`src/rtl/fifo_read_streamer.sv`:
```
`timescale 1ns/1ps
// fifo_read_streamer
//   Read-side consumer for the async FIFO. Pops words from the fall-through
//   read port whenever they exist and the downstream can absorb them, and
//   re-presents them as a valid/ready stream through a 2-entry skid buffer.
//   This sustains 1 word/cycle under backpressure. A wrapping pop counter
//   allows a scoreboard cross-check against the write side.
//
// Ports
//   rclk       read-domain clock, all state on posedge
//   rrst       asynchronous, active-high reset
//   enable     1 = pops allowed, 0 = no new rinc
//   rempty     FIFO empty flag
//   rdata      FIFO head word, valid while rempty==0
//   rinc       pop strobe to the FIFO, one word per edge with rinc=1
//   m_valid    output stream word valid
//   m_data     output stream word, always driven from a register
//   m_ready    downstream accepts when m_valid & m_ready
//   pop_count  words popped since reset, wraps mod 2^CNT_W
module fifo_read_streamer #(
   parameter int unsigned DSIZE = 8,
   parameter int unsigned CNT_W = 16
) (
   input  logic             rclk,
   input  logic             rrst,
   input  logic             enable,
   input  logic             rempty,
   input  logic [DSIZE-1:0] rdata,
   output logic             rinc,
   output logic             m_valid,
   output logic [DSIZE-1:0] m_data,
   input  logic             m_ready,
   output logic [CNT_W-1:0] pop_count
);

   typedef enum logic [1:0] {
      EMPTY = 2'd0,
      ONE   = 2'd1,
      TWO   = 2'd2
   } occ_e;

   occ_e             cnt_q, cnt_d;
   logic [DSIZE-1:0] slot0_q, slot0_d;
   logic [DSIZE-1:0] slot1_q, slot1_d;
   logic [CNT_W-1:0] pop_count_q, pop_count_d;
   logic             fire;
   logic             pop;

   always_comb begin
      // With both slots full a pop is only safe when the head leaves this
      // same edge, which makes rinc combinational from m_ready.
      rinc        = !rrst && enable && !rempty && ((cnt_q != TWO) || m_ready);
      fire        = (cnt_q != EMPTY) && m_ready;
      pop         = rinc;
      cnt_d       = cnt_q;
      slot0_d     = slot0_q;
      slot1_d     = slot1_q;
      pop_count_d = pop ? pop_count_q + CNT_W'(1) : pop_count_q;

      case ({pop, fire})
         2'b10: begin
            // pop only: new word lands in the first free slot
            case (cnt_q)
               EMPTY: begin
                  slot0_d = rdata;
                  cnt_d   = ONE;
               end
               ONE: begin
                  slot1_d = rdata;
                  cnt_d   = TWO;
               end
               default: ;
            endcase
         end
         2'b01: begin
            // fire only: shift the tail up to the head
            case (cnt_q)
               ONE: cnt_d = EMPTY;
               TWO: begin
                  slot0_d = slot1_q;
                  cnt_d   = ONE;
               end
               default: ;
            endcase
         end
         2'b11: begin
            // pop and fire: occupancy unchanged, queue advances by one
            case (cnt_q)
               ONE: slot0_d = rdata;
               TWO: begin
                  slot0_d = slot1_q;
                  slot1_d = rdata;
               end
               default: ;
            endcase
         end
         default: ;
      endcase
   end

   always_ff @(posedge rclk or posedge rrst) begin
      if (rrst) begin
         cnt_q       <= EMPTY;
         slot0_q     <= '0;
         slot1_q     <= '0;
         pop_count_q <= '0;
      end else begin
         cnt_q       <= cnt_d;
         slot0_q     <= slot0_d;
         slot1_q     <= slot1_d;
         pop_count_q <= pop_count_d;
      end
   end

   assign m_valid   = (cnt_q != EMPTY);
   assign m_data    = slot0_q;
   assign pop_count = pop_count_q;

endmodule

```
`config.mk`:
```
export PLATFORM = sky130hd
export DESIGN_NAME = fifo_read_streamer
export DESIGN_NICKNAME = d
export VERILOG_FILES = /design/src/rtl/fifo_read_streamer.sv
export SDC_FILE = /design/constraint.sdc
export NUM_CORES = 1
export LEC_CHECK = 0
export CAP_MARGIN = 20
export CORE_AREA = 2 2 60 90
export CTS_CLUSTER_DIAMETER = 150
export CTS_CLUSTER_SIZE = 8
export DETAILED_ROUTE_END_ITERATION = 8
export DIE_AREA = 0 0 62 92
export GPL_ROUTABILITY_DRIVEN = 1
export RECOVER_POWER = 25
export SLEW_MARGIN = 25
export SYNTH_ARGS = -nofsm -noshare
export SYNTH_HDL_FRONTEND = slang
export SYNTH_SLANG_ARGS = --single-unit
```
`constraint.sdc`:
```
create_clock -name rclk -period 3.1 [get_ports rclk]
set_clock_uncertainty 0.05 [all_clocks]
set_input_delay 0.775 -clock rclk [delete_from_list [all_inputs] [get_ports rclk]]
set_output_delay 0.775 -clock rclk [all_outputs]
set_load 0.005 [all_outputs]
```
==> Word-level counts from Yosys, hierarchy flattened <==
Cells that the tools add are included.
{ "totals": {"register_bits": 34, "elab_cells": 43} }
{ "op_classes": {"reduce_logical": 15, "add_sub_neg": 1, "n_mux": 10, "n_eq_ne": 13} }
{ "ops": {"columns": ["cell", "count"], "rows": [
  ["$mux W8", 4],
  ["$pmux W8 S2", 2],
  ["$pmux W8 S3", 1],
  ["$add A16 B1 Y16 const B", 1],
  ["$pmux W2 S2", 3],
  ["$ne A2 B2 Y1 const B", 4],
  ["$eq A2 B2 Y1 const B", 3],
  ["$ne A3 B2 Y1 const B", 2],
  ["$reduce_and A3 Y1", 2],
  ["$reduce_bool A2 Y1", 3],
  ["$eq A2 B1 Y1 const B", 2],
  ["$logic_and A1 B1 Y1", 4],
  ["$reduce_and A4 Y1", 1],
  ["$ne A3 B3 Y1 const B", 1],
  ["$reduce_bool A3 Y1", 1],
  ["$logic_not A1 Y1", 2],
  ["$logic_not A2 Y1", 1],
  ["$ne A2 B1 Y1 const B", 1],
  ["$logic_or A1 B1 Y1", 1]
]} }

==> Depth between registers and ports, before layout <==
Gate-level depths: netlist of the first run.
{ "depth": {"ltp_word": 7, "depth_mapped": 10, "ltp_nobuf": 10} }

==> Worst setup path before layout of the first run <==
No wires, ideal clock.
{ "synth_timing": {"kind": "input-to-reg", "start": "input rrst", "end": "register slot0_q[0], in the netlist m_data[0]", "t_required_ns": 2.925, "setup_ns": 0.125, "arrival_ns": 2.943, "path_slack_ns": -0.018, "cell_stages": 8, "cell_sequence": "or3b_1 -> buf_6 -> nor2_1 -> inv_1 -> ha_1 -> a21o_1 -> a221oi_4 -> mux2_2"} }
{ "synth_via": {"elab_chain_len": 7, "word_cells_on_any_way": 13, "classes_between": "eq/ne (6); mux (1); reduce/logical (6)"} }
{ "synth_rtl": {"columns": ["item", "line_no", "rtl"], "rows": [
  ["start, declared", "25", "input logic rrst,"],
  ["$logic_not A1 Y1 (no line) (*)", null, null],
  ["$logic_and A1 B1 Y1 (*) (3 in series)", "52", "rinc = !rrst && enable && !rempty && ((cnt_q != TWO) || m_ready);"],
  ["via rinc", "29", "output logic rinc,"],
  ["$eq A2 B2 Y1 or $eq A2 B1 Y1 (tied branches)", "60", "case ({pop, fire})"],
  ["$ne A3 B2 Y1 (no line), or another cell as far along", null, null],
  ["$reduce_and A4 Y1 (no line)", null, null],
  ["end signal, assigned", "109", "slot0_q <= slot0_d;"],
  ["end, declared", "43", "logic [DSIZE-1:0] slot0_q, slot0_d;"]
]} }
Mark *: on every way through the listed nets, which the timed path passes. The rest lies on a longest branch.
A chain may end at the register's enable or synchronous reset.

==> Worst setup path in the final report of the first run <==
{ "layout_timing": {"start": "input m_ready", "end": "register slot0_q[5], in the netlist m_data[5]"} }
{ "layout_via": {"elab_chain_len": 5, "word_cells_on_any_way": 12, "classes_between": "eq/ne (6); mux (1); reduce/logical (5)"} }
{ "layout_rtl": {"columns": ["item", "line_no", "rtl"], "rows": [
  ["start, declared", "32", "input logic m_ready,"],
  ["$logic_or A1 B1 Y1", "52", null],
  ["$logic_and A1 B1 Y1", "52", null],
  ["$eq A2 B2 Y1 or $eq A2 B1 Y1 (tied branches)", "60", null],
  ["$ne A3 B2 Y1 (no line), or another cell as far along", null, null],
  ["$reduce_and A4 Y1 (no line)", null, null]
]} }
Several ways; a longest one is shown, not always the timed one.

==> impl_metrics.yaml, run 1 <==
global_route:
  grt_overflow: 0
  grt_pass1_wl_um: 5710
  globalRouteTotalUtil: 0.137
  grt_pass1_vias: 1248
  grt_max_degree: 35
  antenna_found_initial: 0
setup_path:
  cp_max_fo: 8
  critPathRequiredTime_ns: 3.22
  arrival_ns: 2.95
  start_kind: "input port"
  cp-end-kind: "register"
  worstSetupPathType: "in2reg"
sta:
  rsz0062_at_grt: "no"
  setup_viol: 0
  hold_viol_final: 0
  finalCriticalPeriod_ns: 2.84
  fmaxAchievable_mhz: 353
  worstMarginPinSlew_ns: 0.832
  relSlewSlack: 0.446
  fin_tns_setup_ns: 0
  slew_viol_final: 0
  finalCritPeriodShare: 0.915
cts:
  cts_made_buffers: 5
  cts_hold_buf: 0
  clock_latency_ns: 0.28
  cts_htree_levels: 2
  clk_pin_slew_worst_paths_ns: 0.07
  cts.path.max_buffers: 2
  cts_tree: "yes"
  cts-root-buf: "clkbuf_8"
  cts_setup_buffers: 0
  cts.sinks: 34
min_path:
  hold_class: "reg2reg"
floorplanning:
  num_io_pins: 39
  die_height_um: 92
  dieArea_mm2: 0.00570
  die_w_um: 62
  coreArea_mm2: 0.00500
  initial_core_util: 0.335
  fp-row-count: 32
finish:
  fin_area_mm2: 0.00231
  n_antenna_cell: 0
  final_nets: 215
  syn2layout_area_growth_pct: 38.1
  drive_gt1_frac: 0.210
  nFillCells: 464
detailed_routing:
  drt_iter0_drc: 89
  routed_wl_um: 3490
  drc_errors: 0
  vias_per_cell: 4.79
  wire_per_inst_um: 13.3
  vias: 1259
  postRouteAntennaNets: 0
  drt_pre_antenna_iters: 4
logic_synthesis:
  synth-seq-cells: 34
  synth_cells: 140
  synth-edff-count: 0
  ys_async_sr_fraction: 1.00
  syn-num-nets: 160
  synthDistinctLibCells: 29
  netlist_area_mm2: 0.00167
  synthFlopType: "dfrtp_1"
  ys_warn_count: 0
  yosysSeqAreaShare: 0.508
  avgSynthCellArea_um2: 12.0
placement:
  gp_congestion: 0.876
  port_buffers: 38
  place_area_mm2: 0.00223
  place_hpwl_um: 2670
pwr:
  p_leak_nw: 1.00
  p_per_area_mw_per_mm2: 736
  vdd_drop_max_uv: 385
flow_run:
  maxCapViolations: 0
outcome:
  status: "finished, final reports clean"
-- metrics by stage --
step / std cells / power [W] / utilization / setup slack (ns) / hold slack (ns)
2_1_floorplan: 140 / 0.00107 / - / 0.116 / 0.418
3_3_place_gp: 256 / 0.00138 / 0.445 / -0.0676 / 0.410
3_5_place_dp: 256 / 0.00142 / 0.445 / -0.112 / 0.412
4_1_cts: 263 / 0.00173 / 0.462 / 0.00520 / 0.425
5_1_grt: 263 / 0.00183 / 0.462 / 0.155 / 0.436
6_report: 263 / 0.00170 / 0.462 / 0.264 / 0.419
-- layout by cell type (no fill, tap or decap), drive strengths merged, types with 4 or more instances in the layout --
master         instances
clkdlybuf4s50         37
dfrtp                 34
mux2                  17
xnor2                 14
nand2                 10
inv                   10
buf                   10
nand3                  9
a22o                   8
ha                     7
clkbuf                 6
a21oi                  4
nor2                   4
-- layer usage --
metal	track usage	wire length [um]	vias to the layer above
met5	0	0	-
met4	0.0532	72	0
met3	0.0494	178	6
met2	0.232	1860	30
met1	0.148	1380	620
li1	-	-	603
-- sequential cells by signal (all words and copies together), names as in the netlist --
register	flops
pop_count	16
m_data	8
cnt_q	2
slot1_q	8
-- cell families (layout without fill, tap and decap cells) --
logic type	Yosys count	after routing	share of synthesized area
AOI/OAI and AO/OA	19	19	0.0964
xor gates and xnor gates	15	15	0.0785
adders and majority gates	7	7	0.0523
buffers and inverters	11	66	0.0291
DFF	34	34	0.508
muxes	18	18	0.120
and+or+nand+nor	36	36	0.115
-- cell type report --
cell class | count | area [um2] | share of cell area
inverters | 10 | 37.5 | 0.0162
multi-input cells | 95 | 785 | 0.339
repair buffers | 49 | 475 | 0.206
well taps | 68 | 85.1 | 0.0368
flip-flops and latches | 34 | 851 | 0.368
clock buffers | 5 | 68.8 | 0.0298
clock inverters | 2 | 10.0 | 0.00433
-- critical path, cell delays in order --
cell	delay (ns)
clkdlybuf4s50_1	0.46
nor2b_1	0.27
nor2_4	0.09
buf_4	0.15
ha_1	0.24
a21o_1	0.22
a221oi_4	0.26
buf_12	0.16
mux2_2	0.33
-- synthesized netlist by cell type, types with 2 or more instances --
cell type / count / area share
a21o_1: 2 / 0.0090
a21oi_1: 4 / 0.012
a22o_1: 8 / 0.042
and2_1: 2 / 0.0075
dfrtp_1: 34 / 0.51
ha_1: 7 / 0.052
inv_1: 10 / 0.022
mux2_2: 17 / 0.11
nand2_1: 10 / 0.022
nand3_1: 9 / 0.027
nand4_1: 2 / 0.0075
nor2_1: 4 / 0.0090
nor2b_1: 2 / 0.0075
xnor2_1: 14 / 0.073
-- repair_timing --
| action | 4_1_cts | 5_1_grt |
|---|---|---|
| gates resized for setup | 2 | 1 |
| pin swaps | 1 | 0 |
| setup endpoints to repair | 1 | 1 |
-- where the power goes --
| group | switching (W) | leakage [nW] | internal, W | total (W) |
|---|---|---|---|---|
| clock network | 0.000154 | 0.0438 | 0.000150 | 0.000304 |
| logic | 0.000281 | 0.523 | 0.000435 | 0.000717 |
| registers | 0.0000938 | 0.436 | 0.000588 | 0.000682 |
| total | 0.000529 | 1.00 | 0.00117 | 0.00170 |
-- worst paths after layout --
check | slack [ns] | cells past startpoint | endpoint | startpoint
setup reg to reg | 0.48 | 10 | m_data[5] | cnt_q[0]
min in group asynchronous | 1.03 | 3 | pop_count[14] | rrst
hold reg to reg | 0.42 | 1 | pop_count[15] | pop_count[15]
hold / removal | 0.42 | 1 | pop_count[15] | pop_count[15]
setup / recovery | 0.26 | 9 | m_data[5] | m_ready
max in group asynchronous | 1.45 | 3 | m_data[2] | rrst
(Power assumes the default switching activity.)
==> inputs of run 2 (changes only) <==
Settings changed: PLACE_DENSITY_LB_ADDON set to 0.1, RECOVER_POWER 25 to 50.
==> impl_metrics.yaml, run 2 (synthesis results as in run 1) <==
outcome:
  status: "finished, violations left"
  violations: "capacitance limit, slew limit"
setup_path:
  cp-end-kind: "register"
  max_stage_delay_ns: 0.42
  start_kind: "input port"
  critPathRequiredTime_ns: 3.22
  r2r_slack_ns: 0.56
  path_cells: "clkdlybuf4s50_1 > or3b_1 > nor2_2 > inv_1 > ha_1 > a21o_1 > a221oi_4 > buf_4 > mux2_2"
  reg2reg_to: "m_data[7]"
  cp_slowest_cell: "or3b_1"
  cp_max_fo: 4
  r2r-start: "cnt_q[0]"
  worstSetupPathType: "in2reg"
  reg2reg_depth: 10
  arrival_ns: 3.00
cts:
  cts_htree_levels: 2
  cts_setup_buffers: 0
  ctsResizeCount: 1
  cts.path.max_buffers: 2
  cts_hold_buf: 0
  cts.sinks: 34
  cts_tree: "yes"
  clk_pin_slew_worst_paths_ns: 0.07
  cts_made_buffers: 5
  cts-root-buf: "clkbuf_8"
  clock_latency_ns: 0.28
sta:
  slew_viol_final: 35
  fin_tns_setup_ns: 0
  hold_ws_ns: 0.412
  rsz0062_at_grt: "no"
  setup_viol: 0
  relSlewSlack: -0.221
  hold_viol_final: 0
  finalCriticalPeriod_ns: 2.88
  fmaxAchievable_mhz: 347
  worstMarginPinSlew_ns: 1.83
  finalCritPeriodShare: 0.930
finish:
  final_nets: 215
  layout_common_cells: "34 x dfrtp_1, 25 x clkdlybuf4s50_1, 17 x mux2_2"
  mostFrequentLayoutCell: "dfrtp_1"
  largest_reg_flops: 16
  syn2layout_area_growth_pct: 37.4
  drive_gt1_frac: 0.199
  n_antenna_cell: 0
global_route:
  grt_pass1_vias: 1392
  grt_overflow: 0
  grt_max_degree: 35
  grt_pass1_wl_um: 6200
  globalRouteTotalUtil: 0.146
  antenna_found_initial: 0
detailed_routing:
  drt_iter0_drc: 38
  vias: 1267
  wire_per_inst_um: 13.9
  drc_errors: 0
  vias_per_cell: 4.80
  drt_pre_antenna_iters: 5
  postRouteAntennaNets: 0
  routed_wl_um: 3660
floorplanning:
  coreArea_mm2: 0.00500
  die_w_um: 62
  initial_core_util: 0.335
  num_io_pins: 39
  dieArea_mm2: 0.00570
  die_height_um: 92
  fp-row-count: 32
min_path:
  hold_class: "reg2reg"
  holdPathStages: 1
  holdPathEnd: "pop_count[15]"
  worst_hold_startpoint: "pop_count[15]"
pwr:
  p_leak_nw: 1.01
  vdd_drop_max_uv: 408
  p_per_area_mw_per_mm2: 741
flow_run:
  maxCapViolations: 1
placement:
  place_hpwl_um: 2770
  port_buffers: 38
  gp_congestion: 0.747
[run 2: layer usage]
metal / routed length (um) / global-route usage
met1: 1380 / 0.152
met3: 157 / 0.0367
met4: 116 / 0.0709
met2: 2010 / 0.256
met5: 0 / 0
[run 2: critical path: cells and delay by family]
kind	cells	cell delay, ns
AOI/OAI and AO/OA	2	0.43
muxes	1	0.33
and+or+nand+nor	2	0.58
adders and majority gates	1	0.22
buffers and inverters	3	0.65
[run 2: worst max-delay path by stage]
stage          startpoint            to  slack (ns)  cells past startpoint
2_1_floorplan        rrst     m_data[0]        0.12                      8
3_3_place_gp         rrst          rinc       -0.07                      4
3_5_place_dp         rrst     m_data[7]       -0.13                      9
4_1_cts              rrst     m_data[7]        0.20                      9
5_1_grt              rrst  pop_count[3]        0.08                      3
6_report             rrst     m_data[7]        0.22                      9
[run 2: metrics by stage]
step	power (W)	area, um2	utilization	setup WS (ns)	instances
2_1_floorplan	0.00107	1680	-	0.116	140
3_3_place_gp	0.00138	2210	0.442	-0.0709	256
3_5_place_dp	0.00141	2210	0.442	-0.127	256
4_1_cts	0.00175	2300	0.460	0.200	264
5_1_grt	0.00182	2300	0.460	0.0847	264
6_report	0.00170	2300	0.460	0.218	264
[run 2: power by group]
group / internal [W] / switching (W) / total, W
sequential: 0.000588 / 0.0000893 / 0.000677
combinational: 0.000400 / 0.000291 / 0.000691
clock: 0.000179 / 0.000156 / 0.000335
[run 2: cell type report]
cell class                 count  area, um2
clock buffer                   7       86.3
timing repair buffer          49        458
sequential                    34        851
clock inverter                 1       5.00
multi-input combinational     95        777
tap                           68       85.1
fill                         497       2710
inverter                      10       37.5
==> inputs of run 3 (changes only) <==
Settings changed: CORE_AREA 2 2 60 90 to 2 2 51 77, DIE_AREA 0 0 62 92 to 0 0 53 79.
==> impl_metrics.yaml, run 3 (synthesis results as in run 1) <==
finish:
  drive_gt1_frac: 0.179
  n_antenna_cell: 0
  nFillCells: 313
  largest_reg_flops: 16
  layout_common_cells: "34 x dfrtp_1, 26 x clkdlybuf4s50_1, 17 x mux2_2"
  fin_area_mm2: 0.00225
  stdcell_count: 238
  final_core_util: 0.634
  syn2layout_area_growth_pct: 34.2
  mostFrequentLayoutCell: "dfrtp_1"
  final_nets: 215
floorplanning:
  initial_core_util: 0.472
  die_height_um: 79
  num_io_pins: 39
  coreArea_mm2: 0.00355
  die_w_um: 53
  fp-row-count: 27
  dieArea_mm2: 0.00419
sta:
  hold_viol_final: 0
  relSlewSlack: 0.367
  fmaxAchievable_mhz: 342
  rsz0062_at_grt: "no"
  slew_viol_final: 0
  finalCritPeriodShare: 0.943
  setup_viol: 0
  worstMarginPinSlew_ns: 0.950
  finalCriticalPeriod_ns: 2.92
  fin_tns_setup_ns: 0
setup_path:
  worstSetupPathType: "in2out"
  reg2reg_depth: 10
  start_kind: "input port"
  critPathRequiredTime_ns: 2.27
  cp_max_fo: 4
  cp-end-kind: "output pin"
  arrival_ns: 2.10
detailed_routing:
  vias_per_cell: 5.27
  drc_errors: 0
  vias: 1254
  routed_wl_um: 3420
  drt_pre_antenna_iters: 5
  wire_per_inst_um: 14.4
  wl_met3_um: 172
  wl_met1_um: 1240
  drt_iter0_drc: 26
  postRouteAntennaNets: 0
  top_layer_used: "met4"
  wl_met2_um: 1920
cts:
  cts_htree_levels: 2
  cts_made_buffers: 5
  clk_pin_slew_worst_paths_ns: 0.06
  cts_tree: "yes"
  cts_hold_buf: 0
  cts.sinks: 34
  cts-root-buf: "clkbuf_8"
  cts_setup_buffers: 0
  cts.path.max_buffers: 2
  ctsResizeCount: 1
  clock_latency_ns: 0.28
pwr:
  p_total_w: 0.00167
  p_leak_nw: 0.992
  p_per_area_mw_per_mm2: 741
  vdd_drop_max_uv: 450
placement:
  gp_congestion: 0.784
  port_buffers: 38
  dp.cells: 231
  place_area_mm2: 0.00219
  place_hpwl_um: 2670
flow_run:
  maxCapViolations: 0
global_route:
  globalRouteTotalUtil: 0.182
  antenna_found_initial: 0
  grt_pass1_vias: 1302
  grt_overflow: 0
  grt_max_degree: 19
  grt_pass1_wl_um: 5550
outcome:
  status: "finished, final reports clean"
min_path:
  hold_class: "reg2reg"
  holdPathStages: 1
## run 3: layout make-up
cell class	count	area, um2	area share
Tap cell	43	53.8	0.0239
Multi-Input combinational cell	95	774	0.345
Clock buffer	7	76.3	0.0340
Inverter	10	37.5	0.0167
Sequential cell	34	851	0.379
Timing Repair Buffer	49	454	0.202
## run 3: power breakdown
part	internal [W]	switching, W
combinational	0.000405	0.000281
sequential	0.000588	0.0000916
clock	0.000154	0.000144
total	0.00115	0.000517
## run 3: metal layers
layer / track usage / vias to the layer above
met2: 0.341 / 44
met4: 0.0744 / 0
met1: 0.173 / 602
met3: 0.0564 / 8
li1: - / 600
met5: 0 / -
## run 3: worst paths after layout
path                       slack [ns]     startpoint             to
min                              0.41  pop_count[15]  pop_count[15]
max                              0.18           rrst           rinc
min reg2reg                      0.41  pop_count[15]  pop_count[15]
max reg2reg                      0.58       cnt_q[0]      m_data[6]
max in group asynchronous        0.88           rrst     slot1_q[5]
min in group asynchronous        0.85           rrst     slot1_q[6]
## run 3: critical path, cell delays in order
cell and delay [ns]:
clkdlybuf4s50_1 0.41, or3b_1 0.40, nor2_1 0.20, dlygate4sd2_1 0.31
## run 3: per-stage QoR
step	setup slack (ns)	hold slack, ns
3_3_place_gp	-0.0575	0.412
5_1_grt	0.159	0.450
2_1_floorplan	0.116	0.418
3_5_place_dp	-0.0656	0.417
4_1_cts	0.209	0.428
6_report	0.178	0.414
